## config.mk

```make
export PLATFORM = sky130hd
export DESIGN_NAME = bldc_six_step_ctrl
export DESIGN_NICKNAME = d
export VERILOG_FILES = /design/src/rtl/bldc_pkg.sv /design/src/rtl/bldc_deadtime_leg.sv /design/src/rtl/bldc_six_step_ctrl.sv
export SDC_FILE = /design/constraint.sdc
export NUM_CORES = 1
export LEC_CHECK = 0
export ABC_AREA = 1
export CAP_MARGIN = 0
export CORE_AREA = 2 2 152 154
export CTS_BUF_LIST = sky130_fd_sc_hd__clkbuf_16
export CTS_CLUSTER_SIZE = 28
export DETAILED_ROUTE_END_ITERATION = 10
export DIE_AREA = 0 0 154 156
export PLACE_DENSITY = 0.55
export SLEW_MARGIN = 10
export SYNTH_ARGS = -nofsm -noshare
export SYNTH_HDL_FRONTEND = slang
export SYNTH_SLANG_ARGS = --single-unit
```

## constraint.sdc

```tcl
create_clock -name clk -period 2 [get_ports clk]
set_input_delay 0.6 -clock clk [delete_from_list [all_inputs] [get_ports clk]]
set_output_delay 0.6 -clock clk [all_outputs]
set_load 0.02 [all_outputs]
```

## src/rtl/bldc_pkg.sv

```systemverilog
// Shared types and constants for the six-step BLDC commutation controller.
// Leg requests are encoded Z/H/L; the forward table packs {A,B,C} legs per hall code.
package bldc_pkg;

    typedef enum logic [1:0] {
        ST_IDLE  = 2'd0,
        ST_RUN   = 2'd1,
        ST_BRAKE = 2'd2,
        ST_FAULT = 2'd3
    } state_t;

    typedef enum logic [1:0] {
        LEG_Z = 2'd0,
        LEG_H = 2'd1,
        LEG_L = 2'd2
    } leg_t;

    localparam logic [2:0] HALL_INV0 = 3'd0;
    localparam logic [2:0] HALL_INV7 = 3'd7;

    // Entry [code] = {A[5:4], B[3:2], C[1:0]}; codes 0 and 7 request all legs Z.
    localparam logic [7:0][5:0] FWD_TABLE = {
        6'b00_00_00,  // 7
        6'b00_01_10,  // 6: Z,H,L
        6'b01_10_00,  // 5: H,L,Z
        6'b01_00_10,  // 4: H,Z,L
        6'b10_00_01,  // 3: L,Z,H
        6'b10_01_00,  // 2: L,H,Z
        6'b00_10_01,  // 1: Z,L,H
        6'b00_00_00   // 0
    };

    function automatic leg_t leg_swap(input leg_t l);
        case (l)
            LEG_H:   return LEG_L;
            LEG_L:   return LEG_H;
            default: return LEG_Z;
        endcase
    endfunction

endpackage

```

## src/rtl/bldc_deadtime_leg.sv

```systemverilog
// One half-bridge leg: turns a Z/H/L request plus pwm into hi/lo gates.
// A gate may only turn on once its complement has been off for DEAD_CYC cycles.
module bldc_deadtime_leg
    import bldc_pkg::*;
#(
    parameter int unsigned DEAD_CYC = 50
) (
    input  logic clk,
    input  logic rst,
    input  leg_t req,
    input  logic pwm,
    output logic hi,
    output logic lo
);

    localparam int unsigned CW = $clog2(DEAD_CYC + 1);

    logic [CW-1:0] hi_off;
    logic [CW-1:0] lo_off;
    logic          hi_d;
    logic          lo_d;

    // Off-counters track the registered gate value, so they count the cycle just committed.
    always_comb begin
        hi_d = (req == LEG_H) && pwm && (lo_off == CW'(DEAD_CYC));
        lo_d = (req == LEG_L) && (hi_off == CW'(DEAD_CYC));
    end

    always_ff @(posedge clk) begin
        if (rst) begin
            hi     <= 1'b0;
            lo     <= 1'b0;
            hi_off <= '0;
            lo_off <= '0;
        end else begin
            hi <= hi_d;
            lo <= lo_d;
            if (hi_d)
                hi_off <= '0;
            else if (hi_off != CW'(DEAD_CYC))
                hi_off <= hi_off + CW'(1);
            if (lo_d)
                lo_off <= '0;
            else if (lo_off != CW'(DEAD_CYC))
                lo_off <= lo_off + CW'(1);
        end
    end

endmodule

```

## src/rtl/bldc_six_step_ctrl.sv

```systemverilog
// Hall-sensor six-step commutation controller: hall sync/filter, PWM, state machine,
// stall detection, and per-leg dead-time gate drive.
module bldc_six_step_ctrl
    import bldc_pkg::*;
#(
    parameter int unsigned PWM_W     = 16,
    parameter int unsigned FILT_CYC  = 8,
    parameter int unsigned DEAD_CYC  = 50,
    parameter int unsigned STALL_W   = 26,
    parameter int unsigned STALL_CYC = 50000000
) (
    input  logic             clk,
    input  logic             rst,
    input  logic             en,
    input  logic             dir,
    input  logic             brake,
    input  logic             fault_clr,
    input  logic [PWM_W-1:0] period,
    input  logic [PWM_W-1:0] duty,
    input  logic             hallA,
    input  logic             hallB,
    input  logic             hallC,
    output logic [2:0]       gate_hi,
    output logic [2:0]       gate_lo,
    output logic [2:0]       hall_code,
    output logic             commut,
    output logic             fault,
    output logic [1:0]       state
);

    localparam int unsigned FILT_W = $clog2(FILT_CYC + 1);

    state_t             state_q, state_d;
    logic [2:0]         sync1, sync2, cand, hall_q;
    logic [FILT_W-1:0]  filt_cnt, filt_nxt;
    logic               accept;
    logic [STALL_W-1:0] stall_cnt;
    logic               stall_hit;
    logic               hall_valid;
    logic [PWM_W-1:0]   cnt, period_sh, duty_sh;
    logic               wrap, leave_idle, pwm;
    leg_t               req [3];

    // Stability count restarts at 1 whenever the synchronised code moves.
    always_comb begin
        if (sync2 != cand)
            filt_nxt = FILT_W'(1);
        else if (filt_cnt == FILT_W'(FILT_CYC))
            filt_nxt = filt_cnt;
        else
            filt_nxt = filt_cnt + FILT_W'(1);
        accept = (filt_nxt == FILT_W'(FILT_CYC));
    end

    always_ff @(posedge clk) begin
        if (rst) begin
            sync1    <= '0;
            sync2    <= '0;
            cand     <= '0;
            filt_cnt <= '0;
            hall_q   <= '0;
            commut   <= 1'b0;
        end else begin
            sync1    <= {hallA, hallB, hallC};
            sync2    <= sync1;
            cand     <= sync2;
            filt_cnt <= filt_nxt;
            commut   <= accept && (sync2 != hall_q);
            if (accept)
                hall_q <= sync2;
        end
    end

    assign hall_valid = (hall_q != HALL_INV0) && (hall_q != HALL_INV7);
    assign stall_hit  = (stall_cnt >= STALL_W'(STALL_CYC));

    always_ff @(posedge clk) begin
        if (rst || state_q != ST_RUN || commut)
            stall_cnt <= '0;
        else if (stall_cnt != '1)
            stall_cnt <= stall_cnt + STALL_W'(1);
    end

    always_comb begin
        state_d = state_q;
        case (state_q)
            ST_IDLE:
                if (brake)
                    state_d = ST_BRAKE;
                else if (en && hall_valid)
                    state_d = ST_RUN;
            ST_RUN:
                if (!hall_valid || stall_hit)
                    state_d = ST_FAULT;
                else if (brake)
                    state_d = ST_BRAKE;
                else if (!en)
                    state_d = ST_IDLE;
            ST_BRAKE:
                if (!brake)
                    state_d = ST_IDLE;
            default:
                if (fault_clr && !en)
                    state_d = ST_IDLE;
        endcase
    end

    always_ff @(posedge clk) begin
        if (rst)
            state_q <= ST_IDLE;
        else
            state_q <= state_d;
    end

    // A zero period is treated as wrapping every cycle so new settings still load.
    assign wrap       = (period_sh == '0) || (cnt == period_sh - PWM_W'(1));
    assign leave_idle = (state_q == ST_IDLE) && (state_d != ST_IDLE);
    assign pwm        = (period_sh == '0) ? (duty_sh != '0) : (cnt < duty_sh);

    always_ff @(posedge clk) begin
        if (rst) begin
            cnt       <= '0;
            period_sh <= '0;
            duty_sh   <= '0;
        end else if (wrap || leave_idle) begin
            cnt       <= '0;
            period_sh <= period;
            duty_sh   <= duty;
        end else begin
            cnt <= cnt + PWM_W'(1);
        end
    end

    always_comb begin
        for (int unsigned i = 0; i < 3; i++) begin
            req[i] = LEG_Z;
            case (state_q)
                ST_RUN: begin
                    req[i] = leg_t'(FWD_TABLE[hall_q][2*i +: 2]);
                    if (dir)
                        req[i] = leg_swap(req[i]);
                end
                ST_BRAKE: req[i] = LEG_L;
                default:  req[i] = LEG_Z;
            endcase
        end
    end

    for (genvar g = 0; g < 3; g++) begin : g_leg
        bldc_deadtime_leg #(.DEAD_CYC(DEAD_CYC)) u_leg (
            .clk (clk),
            .rst (rst),
            .req (req[g]),
            .pwm (pwm),
            .hi  (gate_hi[g]),
            .lo  (gate_lo[g])
        );
    end

    assign hall_code = hall_q;
    assign fault     = (state_q == ST_FAULT);
    assign state     = state_q;

endmodule

```

==> reports/qor.txt <==
clock-pin slew of the registers on the worst-case setup and hold paths - 0.07 ns
RSZ-0062 raised after global routing - true
commonest non-fill, non-tap cell in the layout - nand2_1
placed cell areas - 9250 um2
CTS buffer count - 17
Ant. Diodes - 0
YS warnings - 0
CTS Root Cell - clkbuf_16
Tot GR Track Use - 16.3%
# nets final - 1,311
Leak Pwr - 4.84 nW
Arrival @ worst endpoint - 2.47 ns
Setup-failing EPs final - 69
global-route met1 utilization - 20.9%
crit end category - flop
Crit Path Class - flop to flop
Fin. Hold Viols - 0
Via Count - 7,004
Req. time, crit path - 2.37 ns
Mapped Cells - 1,078
Port Buffer Count - 53
vias in the first global route - 6,854
layout cell share with drive strength beyond 1 - 23.5%
Fillers - 2,178
CTS tree - built
Async SR Flop Fraction - 0%
hold path cells - 2
Seq cells post-synth - 141
outcome - finished, violations left
Detailed Route WL - 18,800 um
Initial Util - 34.7%
Place WS - -0.471 ns
sequential area share after synthesis - 36.4%
Peak Freq - 0.476 GHz
clk sinks - 141
Distinct cells, synth - 39
Global Route met2 Usage - 27.7%
router iterations before antenna repair - 6
first-pass GRT wire length - 32,100 um
Mapped Area - 7760 um2
Iteration-0 DRC Markers - 273
crit path time final - 2.10 ns
pin count of the biggest net entering global routing - 45
core area - 22,400 um2
Final HPWL DP - 13,200 um
# rows - 55
final instance area - 10,600 um2
detailed-route wire length per cell - 12.3 um
Synth Net Count - 1,156
Max VDD drop - 479 uV
DRC viols - 0
chip height - 156 um
met3 GRT Util - 3.06%
GP Congestion - 0.840
Worst Tran Pin Value - 0.448 ns
most frequent cells in the layout - 173 x nand2_1, 154 x nor2_1, 149 x inv_1, 129 x dfxtp_1, 90 x buf_4
post-DR vias/cell - 4.57
cells along the critical path - inv_2 > ha_4 > xnor2_1 > or2_2 > nand4_1 > nor2_1 > nand3_1 > nor2_2 > nor2_4 > buf_12 > nand3_4 > buf_12 > a21oi_2
Final Max Tran Viols - 0
syn avg cell area - 7.20 um2
EDFF count, synth - 0
Routed Antenna Nets - 0
R2R depth - 13
die width - 154 um
total gr overflow - 0
total die area - 24,000 um2
max_cap viols - 0
initial antenna violation count - 0
PD cells - 764 nW/um2
Slew headroom - 69.8%
Critical Path Most Common Cell - buf_12
worst hold-check path type - flop to flop
Setup WS post-layout - -0.102 ns
IO Count - 54
Clock Latency Late Sink - 0.43 ns
Worst setup SP type - flop
Layout area overhead - 36.0%
Synth Flop Type - dfxtp_1
Worst Path Max Fanout - 8
CTS max path bufs - 2
slowest stage cell, crit path - dfxtp_1
CTS HTree Levels - 4
failing checks - negative setup slack
CP max stage delay - 0.35 ns
Tcrit/Tclk final - 105%
GRT Max-Usage Layer - met2
Setup Skew - 0.00956 ns
## state kept, by name, summed over array words and instances, names as in the netlist, named ones only
name,cells
stall_cnt,26
g_leg.u_leg.hi_off,18
g_leg.u_leg.lo_off,18
cnt,16
duty_sh,16
period_sh,16
filt_cnt,4
cand,3
g_leg.u_leg.hi,3
g_leg.u_leg.lo,3
hall_code,3
sync1,3
sync2,3
state,2
commut,1
## power breakdown
group	switching (W)	total (W)	internal [W]
Sequential	0.000115	0.00308	0.00296
Combinational	0.000942	0.00177	0.000825
Clock	0.00144	0.00322	0.00178
## layout make-up
cell class | instances | area [um2] | area share, %
clock buffers | 17 | 425 | 4.03
clock inverters | 15 | 161 | 1.53
inverters | 163 | 614 | 5.82
multi-input cells | 743 | 4550 | 43.1
flip-flops and latches | 141 | 2840 | 26.9
well taps | 285 | 357 | 3.38
repair buffers | 167 | 1610 | 15.2
## cells by family after synthesis
kind of cell | after synthesis | share of synthesized area [%]
AND/OR/NAND/NOR | 521 | 31.0
buffers and inverters | 194 | 10.7
flip-flops | 141 | 36.4
AO/OA/AOI/OAI | 115 | 7.90
XOR/XNOR | 67 | 7.73
adder cells (fa/ha/maj) | 37 | 5.96
multiplexers | 3 | 0.387
## worst paths after layout
kind | start | to | slack (ns)
setup / recovery | period_sh[0]$_SDFFE_PP0P_ | cnt[9]$_SDFF_PP0_ | -0.10
hold reg to reg | sync1[2]$_SDFF_PP0_ | sync2[2]$_SDFF_PP0_ | 0.40
setup reg to reg | period_sh[0]$_SDFFE_PP0P_ | cnt[9]$_SDFF_PP0_ | -0.10
hold / removal | sync1[2]$_SDFF_PP0_ | sync2[2]$_SDFF_PP0_ | 0.40
## critical path, delay by kind of cell (launching register included)
family,cells,cell delay (ns)
buffers and inverters,3,0.41
DFF,1,0.35
adders and majority gates,1,0.17
and+or+nand+nor,7,0.87
xor gates and xnor gates,1,0.15
AOI/OAI and AO/OA,1,0.09
## per-stage QoR
step           utilization (%)  hold WS, ns  cells  setup TNS (ns)  power, W
2_1_floorplan                -        0.388   1078               0   0.00415
3_3_place_gp              41.4        0.391   1481          -29.10   0.00460
3_5_place_dp              41.4        0.395   1481          -29.71   0.00462
4_1_cts                   46.1        0.407   1525           -3.29   0.00810
5_1_grt                   47.2        0.435   1531          -14.86   0.00852
6_report                  47.2        0.405   1531           -3.54   0.00807
## Yosys cell counts, types with 8 or more instances
| master | n | area share [%] |
|---|---|---|
| dfxtp_1 | 141 | 36 |
| buf_4 | 9 | 0.87 |
| nor3_1 | 26 | 1.7 |
| or2_2 | 10 | 0.81 |
| nand2_1 | 191 | 9.2 |
| o21ai_0 | 26 | 1.7 |
| nor2_1 | 169 | 8.2 |
| nand3_1 | 51 | 3.3 |
| buf_6 | 8 | 1.2 |
| inv_1 | 157 | 7.6 |
| a21oi_1 | 73 | 4.7 |
| nand4_1 | 19 | 1.5 |
| xor2_1 | 49 | 5.5 |
| xnor2_1 | 17 | 1.9 |
| ha_1 | 37 | 6.0 |
| nand3_2 | 29 | 3.7 |
## routing by layer
layer | share of wire (%) | wire [um] | vias to the layer above
met5 | 0 | 0 | -
met4 | 1.4 | 257 | 0
met3 | 3.2 | 601 | 18
met2 | 47 | 8850 | 89
met1 | 48 | 9130 | 3175
li1 | - | - | 3722
## repair_timing
action | 4_1_cts | 5_1_grt
resized for setup | 111 | 52
buffers inserted | 9 | 4
endpoints found under the setup margin | 81 | 105
hold buffers | 0 | 0
pin swaps | 46 | 19
cloned | 3 | 2
Power figures use the tool's default switching activity.
